File: src/rtl/topk_sorted_drain_if.sv
// Stream-in / drain-out bus for topk_sorted_drain.
// The producer/host side uses the master modport and the block uses the slave modport.
interface topk_sorted_drain_if #(
  parameter int DATA_WIDTH = 32,
  parameter int K          = 4
);
  localparam int CW = $clog2(K + 1);

  logic                  in_valid;
  logic [DATA_WIDTH-1:0] din;
  logic                  in_ready;
  logic                  drain;
  logic                  out_valid;
  logic                  out_ready;
  logic [DATA_WIDTH-1:0] dout;
  logic                  out_last;
  logic [CW-1:0]         count;

  modport master (
    output in_valid, din, drain, out_ready,
    input  in_ready, out_valid, dout, out_last, count
  );

  modport slave (
    input  in_valid, din, drain, out_ready,
    output in_ready, out_valid, dout, out_last, count
  );
endinterface

File: src/rtl/topk_sorted_drain.sv
// Keeps the K largest distinct unsigned samples as a descending list.
// A drain request reads the list out largest-first over valid/ready, then clears it.
//
// state     | meaning
// ----------+-------------------------------------------------------------
// S_COLLECT | in_ready=1; accept samples; drain with a non-empty list -> S_DRAIN
// S_DRAIN   | present entry[idx]; advance on transfer; clear after out_last
module topk_sorted_drain #(
  parameter int DATA_WIDTH = 32,
  parameter int K          = 4
) (
  input  logic clk,
  input  logic resetn,
  topk_sorted_drain_if.slave bus
);
  localparam int CW = $clog2(K + 1);
  localparam int IW = (K > 1) ? $clog2(K) : 1;

  typedef enum logic [0:0] {
    S_COLLECT = 1'b0,
    S_DRAIN   = 1'b1
  } state_t;

  state_t                state_q, state_d;
  logic [DATA_WIDTH-1:0] entries_q [K];
  logic [DATA_WIDTH-1:0] entries_d [K];
  logic [CW-1:0]         count_q, count_d;
  logic [IW-1:0]         idx_q, idx_d;

  logic                  dup;
  logic [CW-1:0]         pos;
  logic                  ins_ok;
  logic [DATA_WIDTH-1:0] ins_list [K];

  logic                  in_ready;
  logic                  out_valid;
  logic [DATA_WIDTH-1:0] dout;
  logic                  out_last;

  // Locate the sample in the sorted list: duplicate check and insert slot.
  // pos counts valid entries strictly greater than din; since the list is
  // descending, that is exactly the slot the sample belongs in.
  always_comb begin
    dup = 1'b0;
    pos = '0;
    for (int i = 0; i < K; i++) begin
      if (CW'(i) < count_q) begin
        if (entries_q[i] == bus.din) dup = 1'b1;
        if (entries_q[i] > bus.din)  pos = pos + CW'(1);
      end
    end
    ins_ok = !dup && (pos < CW'(K));

    ins_list    = entries_q;
    ins_list[0] = (pos == '0) ? bus.din : entries_q[0];
    for (int i = 1; i < K; i++) begin
      if (CW'(i) < pos)       ins_list[i] = entries_q[i];
      else if (CW'(i) == pos) ins_list[i] = bus.din;
      else                    ins_list[i] = entries_q[i-1];
    end
  end

  // Next-state, list update and output decode.
  always_comb begin
    state_d   = state_q;
    entries_d = entries_q;
    count_d   = count_q;
    idx_d     = idx_q;
    in_ready  = 1'b0;
    out_valid = 1'b0;
    dout      = '0;
    out_last  = 1'b0;

    unique case (state_q)
      S_COLLECT: begin
        in_ready = 1'b1;
        if (bus.in_valid && ins_ok) begin
          entries_d = ins_list;
          count_d   = (count_q == CW'(K)) ? count_q : count_q + CW'(1);
        end
        // Drain sees the list including a same-cycle sample.
        if (bus.drain && (count_d != '0)) begin
          state_d = S_DRAIN;
          idx_d   = '0;
        end
      end
      S_DRAIN: begin
        out_valid = 1'b1;
        dout      = entries_q[idx_q];
        out_last  = (CW'(idx_q) == count_q - CW'(1));
        if (bus.out_ready) begin
          if (out_last) begin
            state_d   = S_COLLECT;
            entries_d = '{default: '0};
            count_d   = '0;
            idx_d     = '0;
          end else begin
            idx_d = idx_q + IW'(1);
          end
        end
      end
      default: state_d = S_COLLECT;
    endcase
  end

  // State and list registers.
  always_ff @(posedge clk or negedge resetn) begin
    if (!resetn) begin
      state_q   <= S_COLLECT;
      entries_q <= '{default: '0};
      count_q   <= '0;
      idx_q     <= '0;
    end else begin
      state_q   <= state_d;
      entries_q <= entries_d;
      count_q   <= count_d;
      idx_q     <= idx_d;
    end
  end

  assign bus.in_ready  = in_ready;
  assign bus.out_valid = out_valid;
  assign bus.dout      = dout;
  assign bus.out_last  = out_last;
  assign bus.count     = count_q;
endmodule

File: src/flat_wrapper.sv
// flat-port wrapper written by rule: the top's interface ports become plain ports
module topk_sorted_drain_flat 
#(
  parameter int DATA_WIDTH = 32,
  parameter int K          = 4
)
  (clk, resetn, bus_in_valid, bus_din, bus_drain, bus_out_ready, bus_in_ready, bus_out_valid, bus_dout, bus_out_last, bus_count);
  topk_sorted_drain_if #(.DATA_WIDTH(DATA_WIDTH), .K(K)) bus_i ();
  input  logic clk;
  input  logic resetn;
  input wire logic [$bits(bus_i.in_valid)-1:0] bus_in_valid;
  input wire logic [$bits(bus_i.din)-1:0] bus_din;
  input wire logic [$bits(bus_i.drain)-1:0] bus_drain;
  input wire logic [$bits(bus_i.out_ready)-1:0] bus_out_ready;
  output wire logic [$bits(bus_i.in_ready)-1:0] bus_in_ready;
  output wire logic [$bits(bus_i.out_valid)-1:0] bus_out_valid;
  output wire logic [$bits(bus_i.dout)-1:0] bus_dout;
  output wire logic [$bits(bus_i.out_last)-1:0] bus_out_last;
  output wire logic [$bits(bus_i.count)-1:0] bus_count;
  assign bus_i.in_valid = bus_in_valid;
  assign bus_i.din = bus_din;
  assign bus_i.drain = bus_drain;
  assign bus_i.out_ready = bus_out_ready;
  assign bus_in_ready = bus_i.in_ready;
  assign bus_out_valid = bus_i.out_valid;
  assign bus_dout = bus_i.dout;
  assign bus_out_last = bus_i.out_last;
  assign bus_count = bus_i.count;
  topk_sorted_drain #(.DATA_WIDTH(DATA_WIDTH), .K(K)) u_core (.clk(clk), .resetn(resetn), .bus(bus_i));
endmodule
File: config.mk
export PLATFORM = sky130hd
export DESIGN_NAME = topk_sorted_drain_flat
export DESIGN_NICKNAME = d
export VERILOG_FILES = /design/src/rtl/topk_sorted_drain_if.sv /design/src/rtl/topk_sorted_drain.sv /design/src/flat_wrapper.sv
export SDC_FILE = /design/constraint.sdc
export NUM_CORES = 1
export LEC_CHECK = 0
export CAP_MARGIN = 10
export CORE_MARGIN = 5
export CORE_UTILIZATION = 56
export CTS_BUF_LIST = sky130_fd_sc_hd__clkbuf_8
export CTS_CLUSTER_DIAMETER = 150
export DETAILED_ROUTE_END_ITERATION = 8
export PLACE_DENSITY = 0.79
export SLEW_MARGIN = 10
export SYNTH_ARGS = -nofsm -noshare
export SYNTH_HDL_FRONTEND = slang
export SYNTH_SLANG_ARGS = --single-unit
File: constraint.sdc
create_clock -name clk -period 10.8 [get_ports clk]
set_clock_uncertainty 0.05 [all_clocks]
set_input_delay 1.62 -clock clk [delete_from_list [all_inputs] [get_ports clk]]
set_output_delay 1.62 -clock clk [all_outputs]
set_load 0.03 [all_outputs]
[Yosys cells after proc, flatten, opt, wreduce, memory -nomap -nowiden]
Cells that the tools add are included.
Storage, ports and cells
  output and inout bits: 38
  bits of input ports: 37
  word-level logic and storage cells: 105
  register bits after elaboration: 134
Cells by class
  equality and inequality tests: 17
  bitwise operators: 2
  reduce and logical (&&, ||, !) cells: 12
  muxes and demuxes: 48
  add/subtract/negate cells: 6
  $lt $le $gt $ge: 13
Operator list (number)
  128-bit two-way mux: 3
  32-bit two-way mux: 10
  128-bit case mux with 2 select lines: 1
  32-bit == test: 4
  32-bit greater-than comparator: 4
  32-bit binary-select mux with 2-bit select: 1
  3-bit two-way mux: 12
  4-bit AND reduction: 4
  1-bit two-way mux: 15
  3-bit by 1-bit adder with 3-bit output (second input constant): 4
  2-bit by 3-bit less-than comparator with 1-bit output (first input constant): 4
  2-bit != test (second input constant): 5
  1-bit by 3-bit less-than comparator with 1-bit output (first input constant): 3
  2-bit by 3-bit == test with 1-bit output (first input constant): 2
  2-bit two-way mux: 3
  2-bit by 1-bit != test with 1-bit output (second input constant): 3
  3-bit case mux with 2 select lines: 1
  2-bit case mux with 2 select lines: 1
  2-bit AND reduction: 2
  1-bit by 3-bit == test with 1-bit output (first input constant): 1
  2-bit by 3-bit == test with 1-bit output: 1
  3-bit == test (second input constant): 1
  3-bit >= comparator (second input constant): 1
  1-bit logical AND: 3
  other kinds (9): 9

[Depth between registers and ports, before layout]
Gate-level depths: netlist (run 1).
  depth in word-level cells: 21
  gate-level depth with buffers: 27

[Least setup slack after synthesis (run 1)]
OpenSTA, ideal clock, no wires.
  path kind: input to register
  start: in bus_din[1]
  end: reg u_core.entries_q[34] (netlist name)
  buffers on the path: 1
  path slack: 4.291 ns
  stages on the path: 26
  data required time: 10.627 ns
  arrival: 6.336 ns
  cells stage by stage: inv_1 ha_1 nor2b_1 o21a_1 o21a_1 o21a_1 o21a_1 o21a_1 o21ai_0 nand2b_1 a221oi_1 o21ai_0 ha_1 nor2b_1 a41o_1 ha_1 o21a_1 or2_2 ha_1 o21bai_1 o31ai_4 a31oi_2 o31a_1 or2_4 buf_6 o21ai_1
On the way
  word-level cells in the longest chain between the ends: 17
Ends and longest elaborated chain
  start: declaration: line flat_wrapper.sv:12  | input wire logic [$bits(bus_i.din)-1:0] bus_din;
  32-bit greater-than comparator: line topk_sorted_drain.sv:49  | if (entries_q[i] > bus.din) pos = pos + CW'(1);
  1-bit two-way mux: line topk_sorted_drain.sv:49
  3-bit two-way mux: line topk_sorted_drain.sv:47  | if (CW'(i) < count_q) begin
  3-bit by 1-bit adder with 3-bit output: line topk_sorted_drain.sv:49
  3-bit two-way mux: line topk_sorted_drain.sv:49
  3-bit two-way mux: line topk_sorted_drain.sv:47
  3-bit by 1-bit adder with 3-bit output: line topk_sorted_drain.sv:49
  3-bit two-way mux: line topk_sorted_drain.sv:49
  3-bit two-way mux: line topk_sorted_drain.sv:47
  3-bit by 1-bit adder with 3-bit output: line topk_sorted_drain.sv:49
  3-bit two-way mux: line topk_sorted_drain.sv:49
  3-bit two-way mux: line topk_sorted_drain.sv:47
  3-bit less-than comparator or 2-bit by 3-bit == test with 1-bit output (tied branches): line topk_sorted_drain.sv:52, topk_sorted_drain.sv:58
  1-bit logical AND or 32-bit two-way mux (tied branches): line topk_sorted_drain.sv:52, topk_sorted_drain.sv:58
  1-bit logical AND or 32-bit two-way mux (tied branches): line topk_sorted_drain.sv:77, topk_sorted_drain.sv:57
  2-bit by 1-bit != test with 1-bit output (no line) or 128-bit two-way mux (tied branches)
  4-bit AND reduction (no line) or 128-bit case mux with 2 select lines (tied branches)
  end signal: assignment: line topk_sorted_drain.sv:115  | entries_q <= entries_d;
  end: declaration: line topk_sorted_drain.sv:25  | logic [DATA_WIDTH-1:0] entries_q [K];
Parallel ways exist; a longest one is shown, timed or not. The select of a mux whose other input is x is not followed.
A chain may end at the register's enable or synchronous reset.

[Final worst setup path (run 1)]
  start: in bus_din[1]
  end: reg u_core.entries_q[107] (netlist name)
On the way
  word-level cells in the longest chain between the ends: 17
Ends and longest elaborated chain
  32-bit greater-than comparator: line topk_sorted_drain.sv:49
  1-bit two-way mux: line topk_sorted_drain.sv:49
  3-bit two-way mux: line topk_sorted_drain.sv:47
  3-bit by 1-bit adder with 3-bit output: line topk_sorted_drain.sv:49
  3-bit two-way mux: line topk_sorted_drain.sv:49
  3-bit two-way mux: line topk_sorted_drain.sv:47
  3-bit by 1-bit adder with 3-bit output: line topk_sorted_drain.sv:49
  3-bit two-way mux: line topk_sorted_drain.sv:49
  3-bit two-way mux: line topk_sorted_drain.sv:47
  3-bit by 1-bit adder with 3-bit output: line topk_sorted_drain.sv:49
  3-bit two-way mux: line topk_sorted_drain.sv:49
  3-bit two-way mux: line topk_sorted_drain.sv:47
  3-bit less-than comparator: line topk_sorted_drain.sv:52  | ins_ok = !dup && (pos < CW'(K));
  1-bit logical AND: line topk_sorted_drain.sv:52
  1-bit logical AND: line topk_sorted_drain.sv:77  | if (bus.in_valid && ins_ok) begin
  2-bit by 1-bit != test with 1-bit output (no line)
  4-bit AND reduction (no line) *
Every way passes the cells marked *; elsewhere a longest branch is shown, timed or not.

==> metrics.md, run 1 <==
| Metric | Value |
|---|---|
| Worst slew pin tran | about 1200 ps |
| Initial drt markers | about 640 |
| Hold-fix buffers, CTS | 0 |
| Yosys warns | 0 |
| Worst r2r path cells | 24 |
| Critical path endpoint category | flop |
| Ant. Diodes | 0 |
| Area taken by flip-flops and latches | between 3000 and 4000 um2 |
| Synth Area in XOR/XNOR | 0.0120 |
| Fin area | between 10,000 and 15,000 um2 |
| Largest area contributor in the netlist | dfrtp_1 |
| Critical path class | in2reg |
| Top_reg_cell synth | dfrtp_1 |
| Setup_tns | 0 ps |
| Row cnt | between 40 and 50 |
| Worst-path clk slew | around 80 ps |
| Syn nets | ~1,200 |
| Fmax | around 0.12 GHz |
| Pleak | ~5.7 nW |
| Reg-to-reg startpoint | u_core.entries_q[65]$_DFFE_PN0P_ |
| Crit path largest cell delay | about 980 ps |
| Slew Limit Fails | 0 |
| Largest family of logic cells by synthesized area | compound AO/OA/AOI/OAI gates |
| DRT antenna net count | 0 |
| Yosys reg bits | roughly 130 |
| Synth area leaders | dfrtp_1 33%, ha_1 16%, nand2_1 7.0% |
| Vias | 8,731 |
| Worst EP arrival | between 8000 and 9000 ps |
| TritonCTS clock tree | yes |
| Multi-input gate area | roughly 6500 um2 |
| TritonCTS Buffers | 17 |
| Clock root buffer | clkbuf_8 |
| Max stage delay cell, worst path | a31oi_4 |
| Max clock buf depth | 2 |
| Grt ovf | 0 |
| Syn Inst Count | around 1,100 |
| Largest net degree at the start of global routing | 72 |
| Post-synthesis simple-gate area fraction | 0.148 |
| Final HPWL DP | 19.5 mm |
| Clock sink count | between 100 and 150 |
| Commonest non-fill, non-tap cell in the layout | nand2_1 |
| Number of max-cap violations | 0 |
| Complex-gate fraction of the synthesized area | 0.176 |
| VDD IR max | between 200 and 300 uV |
| Syn_area_per_cell | between 9 and 10 um2 |
| Final GP Congestion | 0.856 |
| Register area share after synthesis | 0.326 |
| Setup bufs post-CTS | 0 |
| Hold Vio Cnt, Final | 0 |
| Die Wd | roughly 150 um |
| Fin crit period | 8260 ps |
| CP most frequent cell | o21a_1 |
| EDFF count, synth | 0 |
| Worst setup SP type | input port |
| PortBufs | 74 |
| Placed instance area | 11,100 um2 |
| RSZ-0062 raised after global routing | false |
| Crit. Startpoint | bus_din[1] |
| Unique masters post-synth | between 60 and 70 |
| Class of the worst hold path | reg2reg |
| Area share of the largest cell type after synthesis | 0.326 |
| Avg WL per Cell | approximately 21 um |
| GRT Util Overall | 0.269 |
| H-tree levels | 4 |
| Mux share of post-synthesis cell area | 0.133 |
| Die extent in y | approximately 150 um |
| DRT Wirelength | about 29 mm |
| Fill count | 1,471 |
| Ys async rst share | 1.00 |
| Num ports | 75 |
| Adder-cell share of the synthesized area | 0.163 |
| Layout cells sized above 1 | 0.112 |
| Synth Cell Area | approximately 10,000 um2 |
| Vias in the first global route | 8,636 |
| Min-delay src | u_core.entries_q[0]$_DFFE_PN0P_ |
| Crit path max fanout | 64 |
| Setup violations, final | 0 |
| Initial Util | 0.571 |
| Final net count | 1,272 |
| Area delta synth->final | 12.3% |
| Core area | between 15,000 and 20,000 um2 |
| Post-DR vias/cell | approximately 6.5 |
| Cell depth of the worst hold path | 2 |
| Slew margin rel. | 0.193 |
| Most frequent cells in the layout | 192 x nand2_1, 134 x ha_1, 132 x dfrtp_1, 73 x clkdlybuf4s50_1, 65 x mux2i_1 |
| 1st-pass router iterations | 5 |
| Initial antenna violation count | 0 |
| CP required | 11,090 ps |
| Remaining DRCs | 0 |
| Power per cell area | around 260 nW/um2 |
| Crit share post-route | 0.764 |
| Cts repair resizes | 0 |
| First-pass GRT wire length | around 46 mm |
| DIE AREA | 21,200 um2 |
| Status | finished, final reports clean |
| Clk_lat worst skew | between 400 and 500 ps |
-- Yosys cell counts, types with 3 or more instances --
master      n
nand2_1   193
dfrtp_1   134
ha_1      134
mux2i_1    65
a21oi_1    51
o21ai_0    51
inv_1      41
and2_1     34
clkbuf_1   32
mux4_2     32
o221ai_1   32
nand4_1    31
o31ai_1    31
o21ai_2    28
buf_2      14
a21o_1     12
nand3_1    12
nor2b_1    10
o21a_1     10
nor2_1      9
o21ai_1     8
nor3_1      7
buf_4       6
nor4_1      6
o211ai_1    6
nand2b_1    5
xnor2_1     5
a211o_1     3
a221oi_1    3
buf_6       3
o22ai_1     3
-- metal layers --
| layer | vias up | global-route usage | wire length, um |
|---|---|---|---|
| met5 | - | 0 | 0 |
| met4 | 0 | 0.101 | 792 |
| met3 | 64 | 0.0576 | 2220 |
| met2 | 401 | 0.422 | 13300 |
| met1 | 4250 | 0.369 | 12400 |
| li1 | 4016 | - | - |
-- metrics by stage --
step / power [mW] / setup WS, ps / utilization / hold slack (ps) / instances
3_3_place_gp: 2.52 / 2380 / 0.618 / 439 / 1311
4_1_cts: 3.02 / 2660 / 0.641 / 467 / 1343
6_report: 3.04 / 2540 / 0.641 / 460 / 1343
5_1_grt: 3.24 / 2090 / 0.641 / 493 / 1343
2_1_floorplan: 2.04 / 4290 / - / 416 / 1053
3_5_place_dp: 2.57 / 2200 / 0.618 / 452 / 1311
-- layout make-up --
type,instances,area share
Clock buffer,19,0.0226
Tap cell,229,0.0248
Clock inverter,13,0.0121
Sequential cell,134,0.291
Multi-Input combinational cell,821,0.564
Timing Repair Buffer,86,0.0720
Inverter,41,0.0133
-- where the power goes --
| part | internal (mW) | leakage, nW | total [mW] | switching, mW |
|---|---|---|---|---|
| combinational | 0.672 | 3.71 | 1.63 | 0.958 |
| clock | 0.235 | 0.216 | 0.442 | 0.206 |
| sequential | 0.699 | 1.81 | 0.966 | 0.267 |
| total | 1.61 | 5.74 | 3.04 | 1.43 |
-- critical path: cells and delay by family --
family                   cells  cell delay [ps]
AO/OA/AOI/OAI               15             4210
adder cells (fa/ha/maj)      4             1220
AND/OR/NAND/NOR              5              780
buffers and inverters        2              660
-- sequential cells by signal, indices dropped and copies added (netlist names) --
register	flops
u_core.entries_q	128
u_core.state_q	1
u_core.bus.count	3
u_core.idx_q	2
-- cells by family after synthesis --
kind of cell | count (synthesis)
AND/OR/NAND/NOR | 321
AO/OA/AOI/OAI | 260
adder cells (fa/ha/maj) | 134
flip-flops | 134
buffers and inverters | 98
multiplexers | 97
XOR/XNOR | 9
-- path summary, 6_finish.rpt --
path / endpoint / slack, ps
setup / recovery: u_core.entries_q[107]$_DFFE_PN0P_ / 2540
hold / removal: u_core.entries_q[0]$_DFFE_PN0P_ / 460
setup reg to reg: u_core.entries_q[107]$_DFFE_PN0P_ / 3960
hold reg to reg: u_core.entries_q[0]$_DFFE_PN0P_ / 460
max in group asynchronous: u_core.state_q$_DFF_PN0_ / 8180
min in group asynchronous: u_core.entries_q[17]$_DFFE_PN0P_ / 1080
Note: power is estimated with default switching activity, not from simulation.
==> run 2, diff against run 1 <==
- clock period: 10.8 -> 7.65 ns (I/O delays scaled with it)
==> metrics.md, run 2 (synthesis results as in run 1) <==
| Metric | Value |
|---|---|
| Number of flip-flops under the largest register name | 128 (unchanged) |
| Max clock buf depth | 2 (unchanged) |
| Largest net degree at the start of global routing | 72 (unchanged) |
| Critical path endpoint category | flop |
| Fmax | about 0.15 GHz |
| Pre-CTS WS | 382 ps (-1820 ps) |
| Core area | 18,000 um2 (unchanged) |
| Clock sink count | 134 (unchanged) |
| Hold-fix buffers, CTS | 0 (unchanged) |
| Ant. Diodes | 0 (unchanged) |
| VDD IR max | 352 uV (+20%) |
| TritonCTS clock tree | yes |
| Worst Path Buf+Inv | 2 (unchanged) |
| Grt ovf | 0 (unchanged) |
| Crit path max fanout | 32 (-50%) |
| TritonCTS Buffers | 17 (unchanged) |
| Slew margin rel. | 0.397 (+0.204) |
| Post-route core utilization | 0.644 (+0.00299) |
| Slew Limit Fails | 0 (unchanged) |
| Vias in the first global route | 9,031 (+4.6%) |
| Worst slew pin tran | 904 ps (-306 ps) |
| Post-DR vias/cell | 6.49 (-0.11%) |
| Vias | 8,760 (+0.33%) |
| Max stage delay cell, worst path | or2_4 |
| Final net count | 1,280 (+0.63%) |
| CP required | 7900 ps (-3190 ps) |
| Critical path class | in2reg |
| Most frequent cells in the layout | 192 x nand2_1, 134 x ha_1, 132 x dfrtp_1, 73 x clkdlybuf4s50_1, 65 x mux2i_1 |
| Initial Util | 0.571 (unchanged) |
| Avg WL per Cell | 21.5 um (+0.61%) |
| DRT antenna net count | 0 (unchanged) |
| Crit share post-route | 0.893 |
| First-pass GRT wire length | 47.7 mm (+2.7%) |
| H-tree levels | 4 (unchanged) |
| PortBufs | 74 (unchanged) |
| Class of the worst hold path | reg2reg |
| Die Wd | 146 um (unchanged) |
| Num ports | 75 (unchanged) |
| Layout cells sized above 1 | 0.115 (+0.00297) |
| Initial drt markers | 781 (+21%) |
| Worst EP arrival | 7080 ps (-1470 ps) |
| Critical Path Stages | 26 (unchanged) |
| Remaining DRCs | 0 (unchanged) |
| Post-Layout Cell Count | 1,349 (+0.45%) |
| Worst setup SP type | input port |
| Final GP Congestion | 0.933 (+9.0%) |
| Initial antenna violation count | 0 (unchanged) |
| Number of max-cap violations | 0 (unchanged) |
| Fin crit period | 6830 ps |
| Row cnt | 49 (unchanged) |
| Hold WS | 469 ps (+8.44 ps) |
| CP most frequent cell | o21a_1 |
| Final worst setup slack | 816 ps (-1730 ps) |
| Setup violations, final | 0 (unchanged) |
| Worst r2r path cells | 24 (unchanged) |
| Hold Vio Cnt, Final | 0 (unchanged) |
| Commonest non-fill, non-tap cell in the layout | nand2_1 |
| Setup bufs post-CTS | 0 (unchanged) |
| Setup_tns | 0 ps (unchanged) |
| Placed cell count | 1,319 (+0.61%) |
| Register with the highest flop count | u_core.entries_q |
| Final HPWL DP | 20.0 mm (+2.7%) |
| Status | finished, final reports clean |
| Die extent in y | 146 um (unchanged) |
| Worst-path clk slew | 70 ps (about the same) |
| Cts repair resizes | 0 (unchanged) |
| Cell family with the largest share of critical-path delay | compound AO/OA/AOI/OAI gates |
| Pleak | 5.78 nW (+0.72%) |
| 1st-pass router iterations | 5 (unchanged) |
| GRT Util Overall | 0.277 (+0.00804) |
| DRT Wirelength | 29.0 mm (+1.1%) |
| Clock root buffer | clkbuf_8 |
| Crit path largest cell delay | 610 ps (-370 ps) |
| RSZ-0062 raised after global routing | false |
| Clk_lat worst skew | 460 ps (about the same) |
| Cell depth of the worst hold path | 2 (unchanged) |
| Area delta synth->final | 12.8% |
| Power per cell area | 368 nW/um2 (+40%) |
| DIE AREA | 21,200 um2 (unchanged) |
run 2: worst reg2reg max path, delay by kind of cell, from the launching register on:
| kind | cells | cell delay, ps |
|---|---|---|
| fa+ha+maj | 4 | 1180 |
| simple gates | 5 | 1250 |
| flops | 1 | 440 |
| compound gates | 15 | 2830 |
run 2: area by class of cell:
class                   instances  area, um2
repair buffers                 94        942
clock buffers                  20        275
well taps                     229        287
inverters                      41        154
clock inverters                10       70.1
flip-flops and latches        134       3360
multi-input cells             821       6520
fillers                      1488       6420
run 2: worst paths after layout:
check | from | to | slack (ps)
min reg2reg | u_core.entries_q[17]$_DFFE_PN0P_ | u_core.entries_q[17]$_DFFE_PN0P_ | 470
min | u_core.entries_q[17]$_DFFE_PN0P_ | u_core.entries_q[17]$_DFFE_PN0P_ | 470
max reg2reg | u_core.entries_q[65]$_DFFE_PN0P_ | u_core.entries_q[32]$_DFFE_PN0P_ | 1750
min in group asynchronous | resetn | u_core.entries_q[114]$_DFFE_PN0P_ | 640
max in group asynchronous | resetn | u_core.bus.count[0]$_DFFE_PN0P_ | 5570
max | bus_din[1] | u_core.entries_q[32]$_DFFE_PN0P_ | 820
run 2: through the flow:
| step | power, mW | area [um2] |
|---|---|---|
| global placement | 3.63 | 11300 |
| CTS | 4.26 | 11600 |
| detailed placement | 3.70 | 11300 |
| floorplan | 2.88 | 10300 |
| finish | 4.28 | 11600 |
| global route | 4.58 | 11600 |
run 2: layer usage:
metal  vias up  wire, um  track usage
met5         -         0            0
met2       366     13500        0.437
li1       4022         -            -
met3        72      2070       0.0517
met4         0       790        0.118
met1      4300     12600        0.377
run 2: where the power goes:
group	total (mW)	internal [mW]	switching, mW
logic	2.38	0.989	1.39
clock network	0.547	0.271	0.276
registers	1.35	0.988	0.360
total	4.28	2.25	2.03
